File: src/rtl/ssd_pkg.sv
// ---------------------------------------------------------------------------
// ssd_pkg
//   Shared types and constants for the seven-segment scan controller.
//   - scan_state_e : scan FSM states (idle, blanking gap, digit lit)
//   - SSD_BLANK    : active-low segment pattern with every segment off
// ---------------------------------------------------------------------------
package ssd_pkg;

    typedef enum logic [1:0] {
        ST_IDLE  = 2'd0,
        ST_BLANK = 2'd1,
        ST_SHOW  = 2'd2
    } scan_state_e;

    localparam logic [6:0] SSD_BLANK = 7'h7F;

endpackage : ssd_pkg

File: src/rtl/ssd_scan_ctrl_hex2ssd.sv
// ---------------------------------------------------------------------------
// hex2ssd
//   Combinational hex nibble to seven-segment decoder for common-anode digits.
//   Ports:
//     hex_i  in  4  nibble to display (0..F)
//     ssd_o  out 7  segments GFEDCBA, active-low (0 = segment on)
//   Letters b and d are lower case so they stay distinct from 8 and 0.
// ---------------------------------------------------------------------------
module hex2ssd (
    input  logic [3:0] hex_i,
    output logic [6:0] ssd_o
);

    always_comb begin
        case (hex_i)
            4'h0:    ssd_o = 7'b1000000;
            4'h1:    ssd_o = 7'b1111001;
            4'h2:    ssd_o = 7'b0100100;
            4'h3:    ssd_o = 7'b0110000;
            4'h4:    ssd_o = 7'b0011001;
            4'h5:    ssd_o = 7'b0010010;
            4'h6:    ssd_o = 7'b0000010;
            4'h7:    ssd_o = 7'b1111000;
            4'h8:    ssd_o = 7'b0000000;
            4'h9:    ssd_o = 7'b0010000;
            4'hA:    ssd_o = 7'b0001000;
            4'hB:    ssd_o = 7'b0000011;
            4'hC:    ssd_o = 7'b1000110;
            4'hD:    ssd_o = 7'b0100001;
            4'hE:    ssd_o = 7'b0000110;
            default: ssd_o = 7'b0001110;
        endcase
    end

endmodule : hex2ssd

File: src/rtl/ssd_scan_ctrl.sv
// ---------------------------------------------------------------------------
// ssd_scan_ctrl
//   Time-multiplexed scan controller for digits_p common-anode digits sharing
//   one hex2ssd decoder. Each slot starts with a blanking gap (anti-ghosting),
//   then lights one digit. The whole value is snapshotted once per frame so a
//   frame never shows a torn update. Outputs depend on registers only.
//   Ports:
//     clk_i          in   1            clock
//     reset_i        in   1            asynchronous, active-high reset
//     en_i           in   1            scan enable (0 = dark, restart at digit 0)
//     value_i        in   4*digits_p   packed nibbles, digit 0 = value_i[3:0]
//     dp_i           in   digits_p     decimal point request per digit
//     lz_suppress_i  in   1            blank leading zero digits
//     ssd_o          out  7            segments GFEDCBA, active-low
//     dp_o           out  1            decimal point, active-low
//     an_o           out  digits_p     anode select, active-low, one-hot-low
//     digit_idx_o    out  IDX_W        slot index in progress
// ---------------------------------------------------------------------------
module ssd_scan_ctrl #(
    parameter int digits_p           = 4,
    parameter int cycles_per_digit_p = 1000,
    parameter int blank_cycles_p     = 16,
    localparam int IDX_W = (digits_p > 1) ? $clog2(digits_p) : 1
) (
    input  logic                  clk_i,
    input  logic                  reset_i,
    input  logic                  en_i,
    input  logic [4*digits_p-1:0] value_i,
    input  logic [digits_p-1:0]   dp_i,
    input  logic                  lz_suppress_i,
    output logic [6:0]            ssd_o,
    output logic                  dp_o,
    output logic [digits_p-1:0]   an_o,
    output logic [IDX_W-1:0]      digit_idx_o
);

    import ssd_pkg::*;

    localparam int CNT_W = (cycles_per_digit_p > 1) ? $clog2(cycles_per_digit_p) : 1;
    localparam logic [IDX_W-1:0] IDX_LAST   = IDX_W'(digits_p - 1);
    localparam logic [CNT_W-1:0] CNT_LAST   = CNT_W'(cycles_per_digit_p - 1);
    localparam logic [CNT_W-1:0] BLANK_LAST = CNT_W'(blank_cycles_p - 1);

    scan_state_e           state_q, state_d;
    logic [IDX_W-1:0]      idx_q, idx_d;
    logic [CNT_W-1:0]      cnt_q, cnt_d;
    logic [4*digits_p-1:0] snap_q, snap_d;
    logic [digits_p-1:0]   snap_dp_q, snap_dp_d;
    logic                  snap_lz_q, snap_lz_d;

    // ------------------------------------------------------------------
    // Next-state logic
    // ------------------------------------------------------------------
    // NOTE: every variable gets a default at the top of the block so no
    // path leaves it unassigned; otherwise a latch would be inferred.
    always_comb begin
        state_d   = state_q;
        idx_d     = idx_q;
        cnt_d     = cnt_q;
        snap_d    = snap_q;
        snap_dp_d = snap_dp_q;
        snap_lz_d = snap_lz_q;

        if (!en_i) begin
            // Abandon any partial slot; re-enable restarts at digit 0.
            state_d = ST_IDLE;
            idx_d   = '0;
            cnt_d   = '0;
        end else begin
            case (state_q)
                ST_IDLE: begin
                    snap_d    = value_i;
                    snap_dp_d = dp_i;
                    snap_lz_d = lz_suppress_i;
                    state_d   = ST_BLANK;
                    idx_d     = '0;
                    cnt_d     = '0;
                end
                ST_BLANK: begin
                    cnt_d = cnt_q + CNT_W'(1);
                    if (cnt_q == BLANK_LAST) begin
                        state_d = ST_SHOW;
                    end
                end
                ST_SHOW: begin
                    if (cnt_q == CNT_LAST) begin
                        state_d = ST_BLANK;
                        cnt_d   = '0;
                        if (idx_q == IDX_LAST) begin
                            // Frame boundary: take a fresh snapshot.
                            idx_d     = '0;
                            snap_d    = value_i;
                            snap_dp_d = dp_i;
                            snap_lz_d = lz_suppress_i;
                        end else begin
                            idx_d = idx_q + IDX_W'(1);
                        end
                    end else begin
                        cnt_d = cnt_q + CNT_W'(1);
                    end
                end
                default: begin
                    state_d = ST_IDLE;
                    idx_d   = '0;
                    cnt_d   = '0;
                end
            endcase
        end
    end

    // ------------------------------------------------------------------
    // State registers
    // ------------------------------------------------------------------
    // NOTE: sequential state uses non-blocking assignments so every
    // register samples the pre-edge values of the others.
    always_ff @(posedge clk_i or posedge reset_i) begin
        if (reset_i) begin
            state_q   <= ST_IDLE;
            idx_q     <= '0;
            cnt_q     <= '0;
            // NOTE: the snapshot is plain data, but it is reset anyway so a
            // fresh part never decodes undefined nibbles.
            snap_q    <= '0;
            snap_dp_q <= '0;
            snap_lz_q <= 1'b0;
        end else begin
            state_q   <= state_d;
            idx_q     <= idx_d;
            cnt_q     <= cnt_d;
            snap_q    <= snap_d;
            snap_dp_q <= snap_dp_d;
            snap_lz_q <= snap_lz_d;
        end
    end

    // ------------------------------------------------------------------
    // Digit selection and leading-zero detection
    // ------------------------------------------------------------------
    logic [3:0] sel_nib;
    logic       sel_dp;
    logic       sel_zero_up;   // selected nibble and all above it are zero
    logic       zero_run;

    // Walk from the top digit down; zero_run holds "nibbles i..top all zero".
    always_comb begin
        sel_nib     = 4'h0;
        sel_dp      = 1'b0;
        sel_zero_up = 1'b0;
        zero_run    = 1'b1;
        for (int i = digits_p - 1; i >= 0; i--) begin
            zero_run = zero_run & (snap_q[4*i +: 4] == 4'h0);
            if (idx_q == IDX_W'(i)) begin
                sel_nib     = snap_q[4*i +: 4];
                sel_dp      = snap_dp_q[i];
                sel_zero_up = zero_run;
            end
        end
    end

    logic       suppress;
    logic       lit;
    logic [6:0] dec_seg;

    assign suppress = snap_lz_q && (idx_q != '0) && sel_zero_up;
    assign lit      = (state_q == ST_SHOW) && !suppress;

    hex2ssd u_hex2ssd (
        .hex_i (sel_nib),
        .ssd_o (dec_seg)
    );

    // ------------------------------------------------------------------
    // Outputs (registers only, through the decoder)
    // ------------------------------------------------------------------
    always_comb begin
        for (int i = 0; i < digits_p; i++) begin
            an_o[i] = !(lit && (idx_q == IDX_W'(i)));
        end
    end

    assign ssd_o       = lit ? dec_seg : SSD_BLANK;
    assign dp_o        = lit ? ~sel_dp : 1'b1;
    assign digit_idx_o = idx_q;

endmodule : ssd_scan_ctrl

File: config.mk
export PLATFORM = sky130hd
export DESIGN_NAME = ssd_scan_ctrl
export DESIGN_NICKNAME = d
export VERILOG_FILES = /design/src/rtl/ssd_pkg.sv /design/src/rtl/ssd_scan_ctrl_hex2ssd.sv /design/src/rtl/ssd_scan_ctrl.sv
export SDC_FILE = /design/constraint.sdc
export NUM_CORES = 1
export LEC_CHECK = 0
export ABC_CLOCK_PERIOD_IN_PS = 2600
export BUFFER_PORTS_ARGS = -buffer_cell sky130_fd_sc_hd__buf_2
export CAP_MARGIN = 20
export CORE_ASPECT_RATIO = 1.4
export CORE_UTILIZATION = 40
export DETAILED_ROUTE_END_ITERATION = 10
export GPL_TIMING_DRIVEN = 1
export PLACE_DENSITY = 0.6
export SLEW_MARGIN = 0
export SYNTH_ARGS = -nofsm -noshare
export SYNTH_HDL_FRONTEND = slang
export SYNTH_HIERARCHICAL = 1
export SYNTH_SLANG_ARGS = --single-unit
File: constraint.sdc
create_clock -name clk_i -period 2.6 [get_ports clk_i]
set_input_delay 0 -clock clk_i [delete_from_list [all_inputs] [get_ports clk_i]]
set_output_delay 0 -clock clk_i [all_outputs]
set_load 0.01 [all_outputs]
==> flow_summary.ini <==
[final_layout]
fin_cells = 363
stdcell_area_mm2 = 0.00310
multi_input_area_mm2 = 0.00137
fillers = 482
n_antenna_cell = 0
final_layout_size_suffix_gt1_share_pct = 40.0
regArea_um2 = 878
final_nets = 334
syn2layout_area_growth_pct = 36.2

[sta]
slew_headroom_pct = 67.3
setup_viol = 2
setup_ws_ps = -48.7
skew_ps = 10.2
clock.fmax_mhz = 378
rsz0062_at_grt = yes
worstMarginPinSlew_ps = 489
drv_slew = 0
fin_crit_sh_pct = 102
hold_viol_final = 0
timing.final.crit_period_ps = 2650

[min_path]
hold_class = input pin to flop

[clock_tree]
cts_buffers = 5
cts_num_sinks = 35
path_clk_slew_ps = 80
cts_root_buffer = clkbuf_8
clk_latency_ps = 290
clockBufferDepth = 2
cts_tree = built
h-tree-depth = 2

[critical_path]
endpoint_kind = output port
required_ps = 2600
critPathKind = flop to output port
crit_fanout = 8
cp-start-kind = flop
crit_arrival_ps = 2650

[global_route]
grt_pass1_vias = 1789
grt_max_degree = 27
grt_usage_pct = 18.1
grt_pass1_wl_um = 8290
gr-usage-met3_pct = 3.39
use_met1_pct = 20.6
grt_antenna_before_repair = 0
overflow = 0
use_met2_pct = 32.7
top_usage_layer = met2

[place]
placed_area_mm2 = 0.00260
portBuffers = 37
dpl.cell_count = 325
place_congestion = 0.823
hpwl_um = 3520
place_ws_ps = 80.2

[route]
vias = 1805
wl_per_cell_um = 13.7
vias_per_cell = 4.97
detail_route.first_pass.iterations = 4
ant_nets = 0
postRouteWirelength_um = 4970
drc = 0
drt_iter0_drc = 16

[synth]
synth_cells = 216
synthArstFlopShare_pct = 100
synth_fp_nets = 256
synth_edf_count = 0
ys.flop_type = dfrtp_1
synth_cell_type_count = 38
syn_area_per_cell_um2 = 10.5
yosys_warnings = 6
synth_seq_area_share_pct = 38.5
ys_ff_latch = 35
syn_area_mm2 = 0.00228

[power_and_ir_drop]
power.total_mw = 2.66
powerDensity_mw_per_mm2 = 858
irDropWorstVdd_uv = 414
leakage_nw = 1.38

[floorplanning]
initial_utilization_pct = 41.5
die_h_um = 91.3
rows = 32
die_area_mm2 = 0.00600
io_pins = 38
dieWidth_um = 65.8
coreArea_mm2 = 0.00549

[outcome]
outcome = finished with violations
violations = negative setup slack

[flow_run]
cap_violations = 0
## final timing paths
check,start,endpoint,slack [ps],depth (start not counted)
min in group asynchronous,reset_i,snap_q[12]$_DFFE_PP0P_,240,3
worst min register to register,cnt_q[0]$_DFF_PP0_,cnt_q[0]$_DFF_PP0_,460,1
max in group asynchronous,reset_i,cnt_q[8]$_DFF_PP0_,1720,5
worst max-delay path,digit_idx_o[1]$_DFFE_PP0P_,ssd_o[3],-50,11
worst max register to register,state_q[0]$_DFFE_PP0P_,snap_q[15]$_DFFE_PP0P_,560,6
worst min-delay path,en_i,state_q[1]$_DFFE_PP0P_,20,3
## registers in the layout, indices dropped and copies added, names as in the netlist
signal / cells
digit_idx_o: 2
cnt_q: 10
snap_q: 16
snap_lz_q: 1
snap_dp_q: 4
state_q: 2
## where the power goes
| part | internal (mW) | switching (mW) | leakage [nW] |
|---|---|---|---|
| Combinational | 0.779 | 0.559 | 0.895 |
| Clock | 0.242 | 0.192 | 0.0515 |
| Sequential | 0.733 | 0.156 | 0.436 |
| Total | 1.75 | 0.907 | 1.38 |
## metal layers
metal,wire (um),up-vias
met5,0,-
met4,78,0
met3,156,8
met2,2660,35
met1,2080,859
li1,-,903
## stage by stage
| stage | utilization [%] | hold slack, ps | TNS, ps |
|---|---|---|---|
| floorplan | - | 138 | 0 |
| global placement | 47.5 | 232 | 0 |
| detailed placement | 47.5 | 235 | 0 |
| CTS | 55.8 | 13.2 | -42.3 |
| global route | 56.5 | 15.8 | -883 |
| finish | 56.5 | 15.4 | -57.4 |
## final cells by class
type                    instances  area share [%]
flip-flops and latches         35            28.3
inverters                      14            1.69
repair buffers                 79            19.9
well taps                      68            2.74
multi-input cells             159            44.1
clock buffers                   8            3.23
## placed cells by master (no fill, tap or decap), types with 5 or more instances in the layout
cell / n
ha_1: 9
buf_4: 14
clkbuf_8: 7
nor4_1: 5
dlygate4sd3_1: 22
nor2_1: 19
a21oi_1: 10
dfrtp_1: 33
ha_4: 5
or2_2: 8
inv_1: 10
buf_2: 35
buf_6: 6
nand3b_1: 5
mux2_4: 20
xnor2_1: 5
mux2i_1: 6
nand2_1: 19
o21ai_0: 7
## cells in the mapped netlist, types with 2 or more instances
| library cell | instances | area share (%) |
|---|---|---|
| clkbuf_1 | 2 | 0.33 |
| nand3b_1 | 5 | 1.6 |
| dfrtp_1 | 35 | 38 |
| xnor2_1 | 5 | 1.9 |
| mux2_2 | 2 | 0.99 |
| buf_6 | 3 | 1.5 |
| a31oi_1 | 2 | 0.55 |
| inv_1 | 14 | 2.3 |
| o211ai_1 | 2 | 0.66 |
| a22o_1 | 2 | 0.77 |
| o21ai_0 | 10 | 2.2 |
| mux2i_1 | 6 | 2.6 |
| nand2_1 | 19 | 3.1 |
| mux2_4 | 20 | 13 |
| a21oi_1 | 11 | 2.4 |
| buf_2 | 3 | 0.66 |
| nand3_1 | 4 | 0.88 |
| nor4_1 | 5 | 1.4 |
| and3_1 | 3 | 0.82 |
| xor2_1 | 3 | 1.2 |
| nor2_1 | 19 | 3.1 |
| nor3_1 | 2 | 0.44 |
| or2_2 | 9 | 2.5 |
| ha_1 | 16 | 8.8 |
## critical path, stage by stage, from the launching register on
cell,delay [ps]
dfrtp_2,440
ha_4,200
nand3b_1,170
a21oi_2,120
a21oi_1,60
o21ai_2,190
inv_2,90
ha_4,270
inv_2,30
mux4_2,440
or2_4,240
buf_6,120
## kinds of logic (layout without fill, tap and decap cells)
| family | count (synthesis) | count (layout) | share of synthesized area [%] |
|---|---|---|---|
| AOI/OAI and AO/OA | 34 | 34 | 10.3 |
| adders and majority gates | 16 | 16 | 8.80 |
| and+or+nand+nor | 72 | 72 | 16.5 |
| muxes | 29 | 29 | 18.0 |
| buffers and inverters | 22 | 101 | 4.78 |
| DFF | 35 | 35 | 38.5 |
| xor gates and xnor gates | 8 | 8 | 3.08 |
## timing repair
item / 4_1_cts / 5_1_grt
endpoints found under the setup margin: 6 / 10
hold endpoints to repair: 46 / 0
pin swaps: 7 / 2
buffers inserted: 7 / 0
gates resized for setup: 20 / 4
hold buffers: 22 / 0
No activity file was read; power rests on OpenSTA's default activity.
